### src/rtl/xbus_pkg.sv
// Shared types and constants for the xbus CPU-side write buffer.
package xbus_pkg;

  localparam int AW = 22;
  localparam int DW = 32;

  // Bus engine state, one-hot.
  typedef enum logic [2:0] {
    B_IDLE = 3'b001,
    B_REQ  = 3'b010,
    B_REL  = 3'b100
  } bstate_t;

  // One posted write: word address plus data.
  typedef struct packed {
    logic [AW-1:0] addr;
    logic [DW-1:0] data;
  } wbuf_entry_t;

  // Address map seen by the bus interface.
  localparam logic [AW-1:0] MAP_DRAM_BASE   = 22'o00000000;
  localparam logic [AW-1:0] MAP_IO_BASE     = 22'o17000000;
  localparam logic [AW-1:0] MAP_UNIBUS_BASE = 22'o17400000;

  // True for addresses that decode to the I/O window.
  function automatic logic is_io(input logic [AW-1:0] a);
    return a >= MAP_IO_BASE;
  endfunction

endpackage

### src/rtl/xbus_wbuf_if.sv
// CPU request port and bus-interface master port bundled together.
interface xbus_wbuf_if #(parameter int PTRW = 2) ();
  import xbus_pkg::*;

  logic [AW-1:0] cpu_addr;
  logic [DW-1:0] cpu_wdata;
  logic          cpu_req;
  logic          cpu_write;
  logic          cpu_ack;
  logic [DW-1:0] cpu_rdata;
  logic [AW-1:0] addr;
  logic [DW-1:0] busout;
  logic [DW-1:0] busin;
  logic          req;
  logic          write;
  logic          ack;
  logic          load;
  logic [PTRW:0] wbuf_count;
  logic          busy;

  // Write-buffer side.
  modport master (
    input  cpu_addr, cpu_wdata, cpu_req, cpu_write, busin, ack, load,
    output cpu_ack, cpu_rdata, addr, busout, req, write, wbuf_count, busy
  );

  // CPU and bus-interface side.
  modport slave (
    output cpu_addr, cpu_wdata, cpu_req, cpu_write, busin, ack, load,
    input  cpu_ack, cpu_rdata, addr, busout, req, write, wbuf_count, busy
  );

endinterface

### src/rtl/wbuf_fifo.sv
// Small synchronous FIFO with combinational head; push while full is legal
// when a pop happens in the same cycle.
module wbuf_fifo
  import xbus_pkg::*;
#(
  parameter int DEPTH = 4,
  parameter int PTRW  = 2
) (
  input  logic          clk,
  input  logic          srst,
  input  logic          push,
  input  logic          pop,
  input  wbuf_entry_t   din,
  output wbuf_entry_t   head,
  output logic          full,
  output logic          empty,
  output logic [PTRW:0] count
);

  localparam logic [PTRW-1:0] PTR_ONE = {{(PTRW-1){1'b0}}, 1'b1};
  localparam logic [PTRW:0]   CNT_ONE = {{PTRW{1'b0}}, 1'b1};
  localparam logic [PTRW:0]   CNT_MAX = (PTRW+1)'(DEPTH);

  wbuf_entry_t     mem [DEPTH];
  logic [PTRW-1:0] wr_ptr_reg;
  logic [PTRW-1:0] rd_ptr_reg;
  logic [PTRW:0]   count_reg;

  // Entry storage; contents need no reset since count guards them.
  always_ff @(posedge clk) begin
    if (push) mem[wr_ptr_reg] <= din;
  end

  // Pointers wrap naturally at DEPTH; count tracks occupancy.
  always_ff @(posedge clk) begin
    if (srst) begin
      wr_ptr_reg <= '0;
      rd_ptr_reg <= '0;
      count_reg  <= '0;
    end else begin
      if (push) wr_ptr_reg <= wr_ptr_reg + PTR_ONE;
      if (pop)  rd_ptr_reg <= rd_ptr_reg + PTR_ONE;
      case ({push, pop})
        2'b10:   count_reg <= count_reg + CNT_ONE;
        2'b01:   count_reg <= count_reg - CNT_ONE;
        default: count_reg <= count_reg;
      endcase
    end
  end

  assign head  = mem[rd_ptr_reg];
  assign full  = (count_reg == CNT_MAX);
  assign empty = (count_reg == '0);
  assign count = count_reg;

endmodule

### src/rtl/xbus_wbuf.sv
// CPU front end for xbus: posts writes into a FIFO, issues reads only once
// the FIFO has drained, and runs the four-phase req/ack bus handshake.
module xbus_wbuf
  import xbus_pkg::*;
#(
  parameter int DEPTH = 4,
  parameter int PTRW  = 2
) (
  input  logic mclk,
  input  logic reset,
  xbus_wbuf_if.master xb
);

  bstate_t       state_reg;
  logic          req_reg;
  logic          write_reg;
  logic          cpu_ack_reg;
  logic          busy_reg;
  logic [AW-1:0] addr_reg;
  logic [DW-1:0] busout_reg;
  logic [DW-1:0] rdata_reg;

  wbuf_entry_t   head;
  wbuf_entry_t   din;
  logic          full;
  logic          empty;
  logic [PTRW:0] count;
  logic          push;
  logic          pop;
  logic          rd_accept;

  // A posted write retires when the bus acks it.
  assign pop = (state_reg == B_REQ) & write_reg & xb.ack;
  // cpu_req is ignored in the cpu_ack cycle so one request is taken once.
  // A retiring entry frees its slot in the same cycle.
  assign push = xb.cpu_req & xb.cpu_write & ~cpu_ack_reg & (~full | pop);
  // Reads wait for an empty FIFO and an idle engine to keep RAW order.
  assign rd_accept = xb.cpu_req & ~xb.cpu_write & ~cpu_ack_reg & empty &
                     (state_reg == B_IDLE);
  assign din = '{addr: xb.cpu_addr, data: xb.cpu_wdata};

  wbuf_fifo #(.DEPTH(DEPTH), .PTRW(PTRW)) u_fifo (
    .clk   (mclk),
    .srst  (reset),
    .push  (push),
    .pop   (pop),
    .din   (din),
    .head  (head),
    .full  (full),
    .empty (empty),
    .count (count)
  );

  // Bus engine with registered bus outputs, cpu_ack and busy.
  always_ff @(posedge mclk) begin
    if (reset) begin
      state_reg   <= B_IDLE;
      req_reg     <= 1'b0;
      write_reg   <= 1'b0;
      addr_reg    <= '0;
      busout_reg  <= '0;
      rdata_reg   <= '0;
      cpu_ack_reg <= 1'b0;
      busy_reg    <= 1'b0;
    end else begin
      cpu_ack_reg <= push | ((state_reg == B_REQ) & xb.ack & ~write_reg);
      unique case (state_reg)
        B_IDLE: begin
          if (!empty) begin
            addr_reg   <= head.addr;
            busout_reg <= head.data;
            write_reg  <= 1'b1;
            req_reg    <= 1'b1;
            busy_reg   <= 1'b1;
            state_reg  <= B_REQ;
          end else if (rd_accept) begin
            addr_reg  <= xb.cpu_addr;
            write_reg <= 1'b0;
            req_reg   <= 1'b1;
            busy_reg  <= 1'b1;
            state_reg <= B_REQ;
          end else begin
            busy_reg <= push;
          end
        end
        B_REQ: begin
          busy_reg <= 1'b1;
          if (xb.ack) begin
            req_reg <= 1'b0;
            if (!write_reg && xb.load) rdata_reg <= xb.busin;
            state_reg <= B_REL;
          end
        end
        B_REL: begin
          if (!xb.ack) begin
            state_reg <= B_IDLE;
            busy_reg  <= ~empty | push;
          end else begin
            busy_reg <= 1'b1;
          end
        end
        default: begin
          state_reg <= B_IDLE;
          req_reg   <= 1'b0;
          busy_reg  <= 1'b0;
        end
      endcase
    end
  end

  assign xb.addr       = addr_reg;
  assign xb.busout     = busout_reg;
  assign xb.req        = req_reg;
  assign xb.write      = write_reg;
  assign xb.cpu_ack    = cpu_ack_reg;
  assign xb.cpu_rdata  = rdata_reg;
  assign xb.wbuf_count = count;
  assign xb.busy       = busy_reg;

endmodule

### src/flat_wrapper.sv
// flat-port wrapper written by rule: the top's interface ports become plain ports
module xbus_wbuf_flat import xbus_pkg::*;
#(
  parameter int DEPTH = 4,
  parameter int PTRW  = 2
)
  (mclk, reset, xb_cpu_addr, xb_cpu_wdata, xb_cpu_req, xb_cpu_write, xb_busin, xb_ack, xb_load, xb_cpu_ack, xb_cpu_rdata, xb_addr, xb_busout, xb_req, xb_write, xb_wbuf_count, xb_busy);
  xbus_wbuf_if #(.PTRW(PTRW)) xb_i ();
  input  logic mclk;
  input  logic reset;
  input wire logic [$bits(xb_i.cpu_addr)-1:0] xb_cpu_addr;
  input wire logic [$bits(xb_i.cpu_wdata)-1:0] xb_cpu_wdata;
  input wire logic [$bits(xb_i.cpu_req)-1:0] xb_cpu_req;
  input wire logic [$bits(xb_i.cpu_write)-1:0] xb_cpu_write;
  input wire logic [$bits(xb_i.busin)-1:0] xb_busin;
  input wire logic [$bits(xb_i.ack)-1:0] xb_ack;
  input wire logic [$bits(xb_i.load)-1:0] xb_load;
  output wire logic [$bits(xb_i.cpu_ack)-1:0] xb_cpu_ack;
  output wire logic [$bits(xb_i.cpu_rdata)-1:0] xb_cpu_rdata;
  output wire logic [$bits(xb_i.addr)-1:0] xb_addr;
  output wire logic [$bits(xb_i.busout)-1:0] xb_busout;
  output wire logic [$bits(xb_i.req)-1:0] xb_req;
  output wire logic [$bits(xb_i.write)-1:0] xb_write;
  output wire logic [$bits(xb_i.wbuf_count)-1:0] xb_wbuf_count;
  output wire logic [$bits(xb_i.busy)-1:0] xb_busy;
  assign xb_i.cpu_addr = xb_cpu_addr;
  assign xb_i.cpu_wdata = xb_cpu_wdata;
  assign xb_i.cpu_req = xb_cpu_req;
  assign xb_i.cpu_write = xb_cpu_write;
  assign xb_i.busin = xb_busin;
  assign xb_i.ack = xb_ack;
  assign xb_i.load = xb_load;
  assign xb_cpu_ack = xb_i.cpu_ack;
  assign xb_cpu_rdata = xb_i.cpu_rdata;
  assign xb_addr = xb_i.addr;
  assign xb_busout = xb_i.busout;
  assign xb_req = xb_i.req;
  assign xb_write = xb_i.write;
  assign xb_wbuf_count = xb_i.wbuf_count;
  assign xb_busy = xb_i.busy;
  xbus_wbuf #(.DEPTH(DEPTH), .PTRW(PTRW)) u_core (.mclk(mclk), .reset(reset), .xb(xb_i));
endmodule
### config.mk
export PLATFORM = sky130hd
export DESIGN_NAME = xbus_wbuf_flat
export DESIGN_NICKNAME = d
export VERILOG_FILES = /design/src/rtl/xbus_pkg.sv /design/src/rtl/xbus_wbuf_if.sv /design/src/rtl/wbuf_fifo.sv /design/src/rtl/xbus_wbuf.sv /design/src/flat_wrapper.sv
export SDC_FILE = /design/constraint.sdc
export NUM_CORES = 1
export LEC_CHECK = 0
export ABC_AREA = 1
export BUFFER_PORTS_ARGS = -buffer_cell sky130_fd_sc_hd__buf_4
export CORE_MARGIN = 3
export CORE_UTILIZATION = 56
export DETAILED_ROUTE_END_ITERATION = 8
export PLACE_DENSITY = 0.79
export SLEW_MARGIN = 10
export SYNTH_ARGS = -nofsm -noshare
export SYNTH_HDL_FRONTEND = slang
export SYNTH_SLANG_ARGS = --single-unit
### constraint.sdc
create_clock -name mclk -period 6 [get_ports mclk]
set_input_delay 1.2 -clock mclk [delete_from_list [all_inputs] [get_ports mclk]]
set_output_delay 1.2 -clock mclk [all_outputs]
set_load 0.02 [all_outputs]
### Yosys cells after proc, flatten, opt, wreduce, memory -nomap -nowiden

Memory sizes are Yosys's and may differ from the RTL's. A register that Yosys moved wholly into a read port is not among the register bits.
Index checks and enable logic that the tools add are counted.

* output and inout port bits: 93
* memory bits (writable): 216
* memories kept: 1
* bits of input ports: 92
* flip-flop bits (word level): 100
* word-level logic and storage cells: 77

* equality and inequality tests: 10
* $add $sub $neg: 4
* reduce and logical (&&, ||, !) cells: 9
* bitwise gates (word level): 20
* multiplexer cells: 22

Memory list
* u_core.u_fifo.mem: depth 4, width 54, rd ports 1, clocked after memory_dff 1, wr ports 1, RTL line wbuf_fifo.sv:24 `wbuf_entry_t mem [DEPTH];`

Operator list (number)
* $mux 22: 2
* $mux 3: 4
* $and 1x1->1: 11
* $mux 1: 10
* $pmux 3 s3: 1
* $reduce_and 3->1: 3
* $eq 3x3->1 const B: 2
* $ne 2x2->1 const B: 3
* $not 1->1: 6
* $pmux 1 s3: 2
* $pmux 3 s2: 1
* $add 2x1->2 const B: 2
* $mux 2: 2
* $reduce_and 2->1: 2
* $add 3x1->3 const B: 1
* $eq 3x1->1 const B: 1
* $eq 3x2->1 const B: 1
* $logic_not 3->1: 1
* $ne 3x3->1 const B: 1
* $or 1x1->1: 3
* $sub 3x1->3 const B: 1
* $eq 2x1->1 const B: 1
* $eq 2x2->1 const B: 1
* $reduce_bool 2->1: 1
* 2 further kinds: 2

### Longest topological paths before layout

* depth after elaboration: 8
* gate-level depth with buffers: 10
* gate-level depth less buffers: 10

### Hierarchy

A second synthesis with hierarchy kept.

* cells, all modules: 1041
* area total of the unflattened synthesis: 11942.7 sq um

By module, submodules not included
* wbuf_fifo: cells an instance 580, area an instance 8429.3 sq um, instances 1
* xbus_wbuf: cells an instance 461, area an instance 3513.4 sq um, instances 1

### Least setup slack after synthesis

OpenSTA, ideal clock, no wires.

* path kind: input to register
* from: input xb_cpu_req
* to: memory u_core.u_fifo.mem[0][0] (netlist name), enable pin
* stages on the path: 4
* path buffers: 0
* data arrival time: 3887 ps
* path slack: 1647 ps
* cell sequence: nand2_1 > nor2_1 > nand2_1 > nor2_1

* word-level cells in the longest chain between the ends: 5

Ends and longest elaborated chain
* start: declaration: RTL line flat_wrapper.sv:13 `input wire logic [$bits(xb_i.cpu_req)-1:0] xb_cpu_req;`
* $and 1x1->1 (3 in series): RTL line xbus_wbuf.sv:36 `assign push = xb.cpu_req & xb.cpu_write & ~cpu_ack_reg & (~full | pop);`
* $mux 1: RTL line wbuf_fifo.sv:31 `if (push) mem[wr_ptr_reg] <= din;`
* $mux 1 (implied by the code): RTL line wbuf_fifo.sv:31
* end: declaration: RTL line wbuf_fifo.sv:24

Every way passes these cells.

### Worst setup path in the final report

* from: input xb_cpu_req
* to: memory u_core.u_fifo.mem[0][32] (netlist name), enable pin

The elaborated chain is that of the path after synthesis.

==> run_summary.xml <==
<?xml version="1.0" encoding="UTF-8"?>
<metrics>
  <group name="die">
    <metric name="top_level_ports" unit="">185</metric>
    <metric name="core_area" unit="um^2">21200</metric>
    <metric name="die-width" unit="um">153</metric>
    <metric name="die_area" unit="um^2">23500</metric>
    <metric name="initial_utilization" unit="%">57.5</metric>
    <metric name="dieHeight" unit="um">153</metric>
    <metric name="num_rows" unit="">53</metric>
  </group>
  <group name="sta">
    <metric name="finalSetupViolations" unit="">0</metric>
    <metric name="holdWs" unit="ns">0.461</metric>
    <metric name="timing.setup.tns" unit="ns">0</metric>
    <metric name="final-hold-violation-count" unit="">0</metric>
    <metric name="fin_worst_skew" unit="ns">0.00835</metric>
    <metric name="worst_slew_pin_slew" unit="ns">1.20</metric>
    <metric name="period_needed" unit="ns">3.09</metric>
    <metric name="finalCritPeriodShare" unit="%">51.5</metric>
    <metric name="final-max-slew-violation-count" unit="">0</metric>
    <metric name="timing.fmax" unit="MHz">323</metric>
    <metric name="grt_setup_unrepaired" unit="">no</metric>
    <metric name="slew_headroom" unit="%">19.8</metric>
  </group>
  <group name="job">
    <metric name="timing.max_cap.violations" unit="">0</metric>
  </group>
  <group name="placement">
    <metric name="post-dp-hpwl" unit="um">15500</metric>
    <metric name="placement.cell_area" unit="um^2">13600</metric>
    <metric name="port_buffers" unit="">184</metric>
    <metric name="gp_congestion" unit="">0.801</metric>
  </group>
  <group name="setup_path">
    <metric name="data_arrival_time_at_the_worst_slack_endpoint" unit="ns">3.30</metric>
    <metric name="critical_path.slowest_cell" unit="">sky130_fd_sc_hd__nor2_4</metric>
    <metric name="timing_worst_setup_path_type" unit="">in2reg</metric>
    <metric name="crit_path_start_kind" unit="">primary input</metric>
    <metric name="cp_endpoint_kind" unit="">register</metric>
    <metric name="path_max_fanout" unit="">33</metric>
    <metric name="timing.critical_path.buf_inv" unit="">2</metric>
    <metric name="required_time_of_the_worst_setup_path" unit="ns">6.21</metric>
    <metric name="rr_worst_depth" unit="">6</metric>
    <metric name="worst_path_largest_cell_delay" unit="ns">0.90</metric>
    <metric name="cp_num_cells" unit="">6</metric>
    <metric name="critical_path.top_delay_family" unit="">simple AND/OR/NAND/NOR gates</metric>
    <metric name="worstPathCellList" unit="">buf_4, nand2_1, nor2_1, nand2_1, nor2_4, buf_4</metric>
  </group>
  <group name="route">
    <metric name="remaining_design_rule_violation_count" unit="">0</metric>
    <metric name="routed_wire_length_per_instance" unit="um">17.1</metric>
    <metric name="finalWirelength" unit="um">26700</metric>
    <metric name="detailedRoute.firstIterationViolations" unit="">634</metric>
    <metric name="number_of_iterations_in_the_first_detailed_routing_pass" unit="">5</metric>
    <metric name="num_vias" unit="">8560</metric>
    <metric name="vias_per_cell" unit="">5.47</metric>
    <metric name="ant_nets" unit="">0</metric>
  </group>
  <group name="clock_tree">
    <metric name="cts_htree_levels" unit="">1</metric>
    <metric name="worst_skew_pair.late_latency" unit="ns">0.54</metric>
    <metric name="clock_tree.buffer_depth" unit="">3</metric>
    <metric name="clk_pin_slew_worst_paths" unit="ns">0.06</metric>
    <metric name="cts_tree" unit="">done</metric>
    <metric name="tritoncts.num_buffers" unit="">31</metric>
    <metric name="postCtsSetupRepairBufs" unit="">0</metric>
    <metric name="numClockSinks" unit="">318</metric>
    <metric name="cts_root_buf" unit="">sky130_fd_sc_hd__clkbuf_16</metric>
    <metric name="post_cts.resized_instances" unit="">0</metric>
    <metric name="ctsHoldBuffers" unit="">0</metric>
  </group>
  <group name="global_routing">
    <metric name="number_of_global_route_vias_before_repair" unit="">8275</metric>
    <metric name="gr-total-overflow" unit="">0</metric>
    <metric name="grtUsageTotal" unit="%">21.9</metric>
    <metric name="maximum_number_of_pins_on_one_net_before_global_route_repair" unit="">109</metric>
    <metric name="antenna_found_initial" unit="">0</metric>
    <metric name="grt_first_pass_wirelength" unit="um">42400</metric>
  </group>
  <group name="final_layout">
    <metric name="largest_register_ffs" unit="">216</metric>
    <metric name="final_cell_mix" unit="">sky130_fd_sc_hd__nor2_1, sky130_fd_sc_hd__edfxtp_1, sky130_fd_sc_hd__buf_4</metric>
    <metric name="areaGrowthSynthToFinish" unit="%">21.1</metric>
    <metric name="drive_gt1_share" unit="%">21.9</metric>
    <metric name="final_nets" unit="">1363</metric>
    <metric name="postLayoutCellArea" unit="um^2">14700</metric>
    <metric name="insertedDiodeCount" unit="">0</metric>
    <metric name="final_common_cell" unit="">sky130_fd_sc_hd__nor2_1</metric>
  </group>
  <group name="synthesis">
    <metric name="postSynthCellCount" unit="">1106</metric>
    <metric name="synth.net_count" unit="">1203</metric>
    <metric name="synth_warnings" unit="">0</metric>
    <metric name="synth.avg_cell_area" unit="um^2">11.0</metric>
    <metric name="cell_area_after_technology_mapping" unit="um^2">12200</metric>
    <metric name="part_of_the_yosys_area_used_for_sequential_elements" unit="%">70.1</metric>
    <metric name="synth_cell_types" unit="">25</metric>
    <metric name="flip_flop_and_latch_count_after_synthesis" unit="">318</metric>
  </group>
  <group name="min_path">
    <metric name="worstHoldPathCells" unit="">2</metric>
    <metric name="worst_hold_path_class" unit="">reg2reg</metric>
  </group>
  <group name="power_and_ir_drop">
    <metric name="power_per_cell_area" unit="nW/um^2">344</metric>
    <metric name="worst_ir_drop_vdd" unit="mV">0.259</metric>
    <metric name="static-leakage-power" unit="nW">5.60</metric>
  </group>
  <group name="outcome">
    <metric name="status" unit="">finished, final reports clean</metric>
  </group>
</metrics>
==> synthesized netlist by cell type, drive strengths merged <==
cell type  number  area share, %
nor2          257            8.0
edfxtp        216             53
o21ai         156            6.4
nand2         128            4.0
dfxtp         102             17
nand3          54            2.2
clkbuf         35            1.1
a21oi          33            1.5
a31oi          33            1.7
buf            31            2.0
inv            28           0.88
or2            23            1.2
ha              4           0.41
nand4           4           0.33
fa              1           0.16
nor3            1          0.041
==> stage by stage <==
| step | setup WS (ns) | cells | utilization, % | power, mW |
|---|---|---|---|---|
| global route | 2.72 | 1565 | 69.7 | 5.26 |
| global placement | 2.25 | 1507 | 64.4 | 3.05 |
| CTS | 2.78 | 1564 | 69.5 | 5.11 |
| finish | 2.91 | 1565 | 69.7 | 5.07 |
| detailed placement | 2.19 | 1507 | 64.4 | 3.07 |
| floorplan | 1.65 | 1106 | - | 2.84 |
==> cell families after synthesis <==
group | Yosys count | share of synthesized area [%]
flops | 318 | 70.1
compound gates | 222 | 9.57
fa+ha+maj | 5 | 0.576
buf+inv | 94 | 3.95
simple gates | 467 | 15.8
==> power by group <==
| group | internal [mW] | switching (mW) |
|---|---|---|
| logic | 0.203 | 0.321 |
| clock network | 1.26 | 0.784 |
| registers | 2.44 | 0.0532 |
==> worst paths after layout <==
path	start	to	slack (ns)
worst max-delay path	xb_cpu_req	u_core.u_fifo.mem[0][32]	2.91
worst min-delay path	u_core.u_fifo.rd_ptr_reg[1]	register	0.46
worst max register to register	u_core.state_reg[2]	u_core.u_fifo.mem[0][32]	3.20
worst min register to register	u_core.u_fifo.rd_ptr_reg[1]	register	0.46
==> tightest hold or removal path, stage by stage (launching register included) <==
cell and delay [ns]:
sky130_fd_sc_hd__dfxtp_1 0.30, sky130_fd_sc_hd__inv_1 0.05, sky130_fd_sc_hd__a21oi_1 0.07
==> area by class of cell <==
type / instances / area (um^2)
clock buffer: 36 / 815
timing repair buffer: 193 / 1470
multi-input combinational: 694 / 3190
fill: 1487 / 6420
clock inverter: 21 / 275
sequential: 318 / 8530
inverter: 28 / 108
tap: 275 / 344
==> metal layers <==
layer  global-route usage, %  part of all wire (%)  up-vias
met4                    6.31                   1.9        0
met5                       0                     0        -
li1                        -                     -     4141
met2                    38.5                    50      314
met3                    3.85                   7.4       36
met1                    28.1                    40     4069
Power figures use the tool's default switching activity.
